$ cat src/rtl/alu_multicycle_if.sv
// Handshake and operand/result bundle for alu_multicycle.
// master drives operands and consumes results; slave is the ALU.
interface alu_multicycle_if #(
  parameter int N = 8
);
  logic         in_valid_i;
  logic         in_ready_o;
  logic [N-1:0] a_i;
  logic [N-1:0] b_i;
  logic [3:0]   alucontrol;
  logic         out_valid_o;
  logic         out_ready_i;
  logic [N-1:0] result;
  logic [3:0]   output_flags;
  logic         busy_o;

  modport master (
    output in_valid_i, a_i, b_i, alucontrol, out_ready_i,
    input  in_ready_o, out_valid_o, result, output_flags, busy_o
  );

  modport slave (
    input  in_valid_i, a_i, b_i, alucontrol, out_ready_i,
    output in_ready_o, out_valid_o, result, output_flags, busy_o
  );
endinterface

$ cat src/rtl/alu_multicycle.sv
// Sequential N-bit ALU: single-cycle arithmetic/logic, bit-serial shifts and
// shift-add multiply, with valid/ready handshakes and registered NZCV flags.
module alu_multicycle #(
  parameter int N = 8
) (
  input logic            clk_i,
  input logic            rst_ni,
  alu_multicycle_if.slave bus
);
  localparam int CW = $clog2(N + 1);
  localparam logic [N-1:0] NMAX = N'(N);

  localparam logic [3:0] OP_ADD = 4'd0;
  localparam logic [3:0] OP_SUB = 4'd1;
  localparam logic [3:0] OP_AND = 4'd2;
  localparam logic [3:0] OP_OR  = 4'd3;
  localparam logic [3:0] OP_NOT = 4'd4;
  localparam logic [3:0] OP_XOR = 4'd5;
  localparam logic [3:0] OP_SLL = 4'd6;
  localparam logic [3:0] OP_SLA = 4'd7;
  localparam logic [3:0] OP_SRL = 4'd8;
  localparam logic [3:0] OP_SRA = 4'd9;
  localparam logic [3:0] OP_MUL = 4'd10;

  typedef enum logic [1:0] {IDLE, BUSY, DONE} state_t;

  state_t        state;
  logic [3:0]    op;
  logic [CW-1:0] cnt;
  logic          sla_v;
  logic [N-1:0]  work;
  logic [N-1:0]  hi;
  logic [N-1:0]  mcand;

  logic          accept;
  logic [CW-1:0] amt;
  logic [N:0]    add_sum;
  logic [N:0]    sub_sum;
  logic [N-1:0]  imm_res;
  logic          imm_c;
  logic          imm_v;
  logic [N-1:0]  sh_next;
  logic          sh_out;
  logic          sh_v;
  logic [N:0]    mul_sum;
  logic [N-1:0]  mul_hi;
  logic [N-1:0]  mul_lo;

  function automatic logic [3:0] mk_flags(input logic [N-1:0] r, input logic c, input logic v);
    return {r[N-1], (r == '0), c, v};
  endfunction

  function automatic logic [CW-1:0] sat_amount(input logic [N-1:0] b);
    return (b >= NMAX) ? CW'(N) : b[CW-1:0];
  endfunction

  assign accept = bus.in_valid_i && bus.in_ready_o;
  assign amt    = sat_amount(bus.b_i);

  // Stage 0: single-cycle results from the live operands, used only at accept
  always_comb begin
    add_sum = {1'b0, bus.a_i} + {1'b0, bus.b_i};
    sub_sum = {1'b0, bus.a_i} + {1'b0, ~bus.b_i} + (N+1)'(1);
    imm_res = '0;
    imm_c   = 1'b0;
    imm_v   = 1'b0;
    case (bus.alucontrol)
      OP_ADD: begin
        imm_res = add_sum[N-1:0];
        imm_c   = add_sum[N];
        imm_v   = (bus.a_i[N-1] == bus.b_i[N-1]) && (add_sum[N-1] != bus.a_i[N-1]);
      end
      OP_SUB: begin
        imm_res = sub_sum[N-1:0];
        imm_c   = sub_sum[N];
        imm_v   = (bus.a_i[N-1] != bus.b_i[N-1]) && (sub_sum[N-1] != bus.a_i[N-1]);
      end
      OP_AND: imm_res = bus.a_i & bus.b_i;
      OP_OR:  imm_res = bus.a_i | bus.b_i;
      OP_NOT: imm_res = ~bus.a_i;
      OP_XOR: imm_res = bus.a_i ^ bus.b_i;
      // Zero-amount shifts bypass BUSY and return a unchanged
      OP_SLL, OP_SLA, OP_SRL, OP_SRA: imm_res = bus.a_i;
      default: imm_res = '0;
    endcase
  end

  // Stage 1: one iteration step of the held shift or multiply
  always_comb begin
    sh_next = work;
    sh_out  = 1'b0;
    sh_v    = 1'b0;
    case (op)
      OP_SLL, OP_SLA: begin
        sh_next = {work[N-2:0], 1'b0};
        sh_out  = work[N-1];
        sh_v    = (op == OP_SLA) && (work[N-1] != work[N-2]);
      end
      OP_SRL: begin
        sh_next = {1'b0, work[N-1:1]};
        sh_out  = work[0];
      end
      OP_SRA: begin
        sh_next = {work[N-1], work[N-1:1]};
        sh_out  = work[0];
      end
      default: ;
    endcase
    // {hi, work} shifts right each step; multiplier bits leave from work[0]
    mul_sum = {1'b0, hi} + (work[0] ? {1'b0, mcand} : '0);
    mul_hi  = mul_sum[N:1];
    mul_lo  = {mul_sum[0], work[N-1:1]};
  end

  always_ff @(posedge clk_i) begin
    if (accept) begin
      mcand <= bus.a_i;
      hi    <= '0;
      work  <= (bus.alucontrol == OP_MUL) ? bus.b_i : bus.a_i;
    end else if (state == BUSY) begin
      if (op == OP_MUL) begin
        work <= mul_lo;
        hi   <= mul_hi;
      end else begin
        work <= sh_next;
      end
    end
  end

  // Stage 2: control FSM with registered result, flags and handshake outputs
  always_ff @(posedge clk_i or negedge rst_ni) begin
    if (!rst_ni) begin
      state            <= IDLE;
      op               <= '0;
      cnt              <= '0;
      sla_v            <= 1'b0;
      bus.result       <= '0;
      bus.output_flags <= '0;
      bus.out_valid_o  <= 1'b0;
      bus.busy_o       <= 1'b0;
      bus.in_ready_o   <= 1'b1;
    end else begin
      case (state)
        IDLE: begin
          if (accept) begin
            op             <= bus.alucontrol;
            sla_v          <= 1'b0;
            bus.in_ready_o <= 1'b0;
            bus.busy_o     <= 1'b1;
            if ((bus.alucontrol inside {OP_SLL, OP_SLA, OP_SRL, OP_SRA}) && (amt != '0)) begin
              cnt   <= amt;
              state <= BUSY;
            end else if (bus.alucontrol == OP_MUL) begin
              cnt   <= CW'(N);
              state <= BUSY;
            end else begin
              bus.result       <= imm_res;
              bus.output_flags <= mk_flags(imm_res, imm_c, imm_v);
              bus.out_valid_o  <= 1'b1;
              state            <= DONE;
            end
          end
        end
        BUSY: begin
          cnt   <= cnt - CW'(1);
          sla_v <= sla_v | sh_v;
          if (cnt == CW'(1)) begin
            bus.out_valid_o <= 1'b1;
            state           <= DONE;
            if (op == OP_MUL) begin
              bus.result       <= mul_lo;
              bus.output_flags <= mk_flags(mul_lo, |mul_hi, 1'b0);
            end else begin
              bus.result       <= sh_next;
              bus.output_flags <= mk_flags(sh_next, sh_out, sla_v | sh_v);
            end
          end
        end
        DONE: begin
          if (bus.out_ready_i) begin
            bus.out_valid_o <= 1'b0;
            bus.busy_o      <= 1'b0;
            bus.in_ready_o  <= 1'b1;
            state           <= IDLE;
          end
        end
        default: state <= IDLE;
      endcase
    end
  end
endmodule

$ cat src/flat_wrapper.sv
// flat-port wrapper written by rule: the top's interface ports become plain ports
module alu_multicycle_flat 
#(
  parameter int N = 8
)
  (clk_i, rst_ni, bus_in_valid_i, bus_a_i, bus_b_i, bus_alucontrol, bus_out_ready_i, bus_in_ready_o, bus_out_valid_o, bus_result, bus_output_flags, bus_busy_o);
  alu_multicycle_if #(.N(N)) bus_i ();
  input logic clk_i;
  input logic rst_ni;
  input wire logic [$bits(bus_i.in_valid_i)-1:0] bus_in_valid_i;
  input wire logic [$bits(bus_i.a_i)-1:0] bus_a_i;
  input wire logic [$bits(bus_i.b_i)-1:0] bus_b_i;
  input wire logic [$bits(bus_i.alucontrol)-1:0] bus_alucontrol;
  input wire logic [$bits(bus_i.out_ready_i)-1:0] bus_out_ready_i;
  output wire logic [$bits(bus_i.in_ready_o)-1:0] bus_in_ready_o;
  output wire logic [$bits(bus_i.out_valid_o)-1:0] bus_out_valid_o;
  output wire logic [$bits(bus_i.result)-1:0] bus_result;
  output wire logic [$bits(bus_i.output_flags)-1:0] bus_output_flags;
  output wire logic [$bits(bus_i.busy_o)-1:0] bus_busy_o;
  assign bus_i.in_valid_i = bus_in_valid_i;
  assign bus_i.a_i = bus_a_i;
  assign bus_i.b_i = bus_b_i;
  assign bus_i.alucontrol = bus_alucontrol;
  assign bus_i.out_ready_i = bus_out_ready_i;
  assign bus_in_ready_o = bus_i.in_ready_o;
  assign bus_out_valid_o = bus_i.out_valid_o;
  assign bus_result = bus_i.result;
  assign bus_output_flags = bus_i.output_flags;
  assign bus_busy_o = bus_i.busy_o;
  alu_multicycle #(.N(N)) u_core (.clk_i(clk_i), .rst_ni(rst_ni), .bus(bus_i));
endmodule
$ cat config.mk
export PLATFORM = sky130hd
export DESIGN_NAME = alu_multicycle_flat
export DESIGN_NICKNAME = d
export VERILOG_FILES = /design/src/rtl/alu_multicycle_if.sv /design/src/rtl/alu_multicycle.sv /design/src/flat_wrapper.sv
export SDC_FILE = /design/constraint.sdc
export NUM_CORES = 1
export LEC_CHECK = 0
export CORE_AREA = 2 2 99 101
export CTS_CLUSTER_DIAMETER = 150
export DETAILED_ROUTE_END_ITERATION = 10
export DIE_AREA = 0 0 101 103
export GPL_TIMING_DRIVEN = 0
export PLACE_DENSITY_LB_ADDON = 0.15
export SYNTH_ARGS = -nofsm -noshare
export SYNTH_HDL_FRONTEND = slang
export SYNTH_SLANG_ARGS = --single-unit
$ cat constraint.sdc
create_clock -name clk_i -period 4.06 [get_ports clk_i]
set_clock_uncertainty 0.2 [all_clocks]
set_input_delay 0.609 -clock clk_i [delete_from_list [all_inputs] [get_ports clk_i]]
set_output_delay 0.609 -clock clk_i [all_outputs]
set_load 0.03 [all_outputs]
==> run_results.csv <==
group,metric,value,unit
routing,wire_per_inst,18.66,um
clock_tree,post-cts-setup-buffers,0,
routing,ant_nets,0,
power,intPower,1.498,mW
power,pwr-share-clk,13.2,%
synthesis,synth.area.top_cells,"dfrtp_1, edfxtp_1, ha_1",
power,power_frac_comb,55.7,%
clock_tree,ctsRootBufferMaster,"clkbuf_8",
global_route,antenna_found_initial,0,
final_layout,multi_input_area,0.002979,sq mm
critical_path,timing.rr.end,"u_core.bus.output_flags[1]$_DFFE_PN0P_",
clock_tree,numCtsBuffers,5,
synthesis,netlist_instances,568,
power,switchingPower,1.220,mW
global_route,grt_max_degree,26,
sta,max_slew_margin,0.3184,%
critical_path,critPathTopFamily,"simple AND/OR/NAND/NOR gates",
routing,drt_pass1_iterations,5,
global_route,grt_use_total,26.74,%
power,vdd_ir_drop_max,0.2828,mV
floorplanning,num_rows,36,
routing,drt_iter0_markers,321,
floorplanning,io_pins,39,
critical_path,critPathKind,"reg -> reg",
global_route,grt_pass1_vias,4204,
routing,post-route-drc-count,0,
critical_path,crit_buf_inv,1,
floorplanning,die-width,101,um
synthesis,synth_top_cell_area_share,13.19,%
critical_path,slowest_delay,530,ps
synthesis,synth-edff-count,16,
synthesis,synth.avg_cell_area,8.016,sq um
global_route,gr-total-overflow,0,
sta,rsz0062_at_grt,"false",
synthesis,syn_area,0.004553,sq mm
critical_path,cp-endpoint,"u_core.bus.output_flags[1]$_DFFE_PN0P_",
clock_tree,clock_latency,310,ps
final_layout,regArea,0.001267,sq mm
clock_tree,htree_levels,2,
synthesis,yosysUniqueCellTypes,78,
power,powerDensity,525.1,mW/mm^2
final_layout,layout.nets,673,
sta,timing.hold.ws,266.7,ps
clock_tree,post_cts_resized,0,
place,place_hpwl,10590,um
clock_tree,cts_buffer_depth,2,
synthesis,synth.yosys.seq_area_share,27.84,%
sta,period_share,91.47,%
critical_path,crit_path_start,"u_core.work[0]$_DFFE_PP_",
clock_tree,clkSinkCount,49,
final_layout,n_fill_cell,908,
sta,setup_violations,0,
critical_path,cp_num_cells,11,
clock_tree,cts_tree,"built",
routing,wirelength,13570,um
routing,via_per_inst,6.132,
synthesis,synth_fp_nets,629,
place,routabilityCongestion,0.9011,
critical_path,endpoint_kind,"register",
critical_path,cp_slowest_cell,"or4b_1",
synthesis,synth_ff_type,"dfrtp_1",
sta,hold_violations,0,
synthesis,yosys_warnings,0,
clock_tree,holdBufCountCts,0,
floorplanning,initial_core_util,48.13,%
routing,vias,4458,
synthesis,synth_top_area_cell,"dfrtp_1",
final_layout,num_antenna_cells,0,
power,p_leak,2.072,nW
critical_path,r2r_slack,350,ps
synthesis,synthArstFlopShare,51.02,%
sta,maxSlewViolCount,0,
critical_path,critPathLaunchType,"register",
sta,final.min_clock_period,3714,ps
floorplanning,chipHeight,103,um
final_layout,drive_above_1_share,5.057,%
sta,fmax,0.2693,GHz
sta,tns,0,ps
hold_path,min_path_type,"reg -> reg",
sta,worstMarginPinSlew,1474,ps
floorplanning,die_area,0.01040,sq mm
critical_path,crit_path_cell_trace,"clkbuf_1 > and2_1 > ha_1 > fa_1 > nand3_1 > nand2_1 > xor2_1 > or4_1 > or4b_1 > o211ai_1 > a31oi_1",
final_layout,syn2layout_area_growth,13.68,%
global_route,grt_pass1_wl,21610,um
outcome,violations,"capacitance limit",
critical_path,rr_worst_depth,11,
synthesis,ys_ff_latch,49,
job,drv_cap,1,
clock_tree,clkTransAtPathRegs,100,ps
place,port_buffers,37,
critical_path,worstPathArrival,3700,ps
floorplanning,core,0.009459,sq mm
critical_path,critPathMaxFanout,10,
critical_path,cp.required,4050,ps
outcome,outcome,"finished, violations left",
power,pwr-share-seq,31.0,%
critical_path,reg2reg_from,"u_core.work[0]$_DFFE_PP_",
power,p_sw_share,44.87,%
[through the flow]
| stage | power (mW) | cells | utilization [%] | cell area [sq um] | worst slack (ps) |
|---|---|---|---|---|---|
| finish | 2.718 | 727 | 54.72 | 5176 | 346.1 |
| global route | 2.931 | 727 | 54.72 | 5176 | 153.8 |
| CTS | 2.705 | 727 | 54.72 | 5176 | 357.7 |
| detailed placement | 2.344 | 719 | 53.56 | 5066 | 208.0 |
| global placement | 2.309 | 719 | 53.56 | 5066 | 249.4 |
| floorplan | 1.877 | 568 | - | 4553 | 879.3 |
[worst reg2reg max path, cell delays in order, from the launching register on]
cell	delay, ps
edfxtp_1	430
clkbuf_1	230
and2_1	200
ha_1	230
fa_1	440
nand3_1	120
nand2_1	70
xor2_1	170
or4_1	510
or4b_1	530
o211ai_1	330
a31oi_1	140
[power by group through the flow]
stage / clock network, mW / registers (mW) / logic [mW]
final: 0.359 / 0.844 / 1.52
after global routing: 0.384 / 0.868 / 1.68
after CTS: 0.363 / 0.841 / 1.50
after detailed placement: 0 / 0.850 / 1.49
after global placement: 0 / 0.844 / 1.46
after floorplan: 0 / 0.937 / 0.939
[worst min path at each step]
stage	from	end	slack (ps)	depth (start not counted)
after floorplan	rst_ni	u_core.bus.busy_o$_DFFE_PN0P_	110	0
after global placement	u_core.hi[0]$_SDFFE_PP0P_	u_core.hi[0]$_SDFFE_PP0P_	250	2
after detailed placement	u_core.hi[2]$_SDFFE_PP0P_	u_core.hi[2]$_SDFFE_PP0P_	260	2
after CTS	u_core.hi[2]$_SDFFE_PP0P_	u_core.hi[2]$_SDFFE_PP0P_	270	2
after global routing	u_core.hi[0]$_SDFFE_PP0P_	u_core.hi[0]$_SDFFE_PP0P_	290	2
final	u_core.hi[0]$_SDFFE_PP0P_	u_core.hi[0]$_SDFFE_PP0P_	270	2
[cells in the mapped netlist (5+ instances only)]
cell type and n:
a211oi_1 7, a21oi_1 41, a221oi_1 5, a22oi_1 9
and2_1 10, clkbuf_1 28, dfrtp_1 24, dfxtp_1 8
edfxtp_1 16, ha_1 34, inv_1 36, mux2_2 5
mux2i_1 10, nand2_1 56, nand2b_1 6, nand3_1 9
nor2_1 54, nor2b_1 12, nor3_1 17, nor3b_1 10
nor4_1 6, o211ai_1 6, o21a_1 6, o21ai_0 39
o22a_1 6, o31ai_1 6, xnor2_1 5
[sequential cells by signal, summed over array words and instances (netlist names)]
signal	cells
u_core.bus.output_flags	4
u_core.bus.result	7
u_core.sla_v	1
u_core.bus.busy_o	1
u_core.hi	8
u_core.mcand	8
u_core.bus.in_ready_o	1
u_core.op	4
u_core.work	8
u_core.state	2
u_core.cnt	4
u_core.bus.out_valid_o	1
[layout by cell type (no fill, tap or decap), types with 7 or more instances in the layout]
| cell type | n |
|---|---|
| a211oi_1 | 7 |
| edfxtp_1 | 16 |
| ha_1 | 34 |
| nor3b_1 | 10 |
| dfrtp_1 | 24 |
| nor3_1 | 17 |
| dfxtp_1 | 8 |
| a21oi_1 | 41 |
| nor2_1 | 54 |
| nand2_1 | 56 |
| clkbuf_1 | 28 |
| and2_1 | 10 |
| inv_1 | 36 |
| clkdlybuf4s50_1 | 37 |
| nor2b_1 | 12 |
| nand3_1 | 9 |
| a22oi_1 | 9 |
| mux2i_1 | 10 |
| o21ai_0 | 39 |
[layout make-up]
type | count | share of cell area, %
clock inverter | 3 | 0.7977
sequential | 49 | 24.49
buffer | 38 | 3.312
inverter | 36 | 2.611
timing repair buffer | 37 | 7.155
tap | 114 | 2.756
clock buffer | 5 | 1.329
multi-input combinational | 445 | 57.55
[cells by family after synthesis]
| logic type | Yosys count | synth area share (%) |
|---|---|---|
| simple gates | 203 | 22.18 |
| compound gates | 180 | 27.10 |
| buf+inv | 74 | 6.733 |
| flops | 49 | 27.84 |
| fa+ha+maj | 37 | 10.66 |
| mux | 16 | 3.765 |
| xor+xnor | 9 | 1.731 |
[per-layer routing]
layer | global-route usage (%) | routed length [um]
met1 | 37.57 | 6017
met3 | 3.661 | 929
met5 | 0 | 0
met4 | 9.563 | 391
met2 | 42.36 | 6226
(Power assumes the default switching activity.)
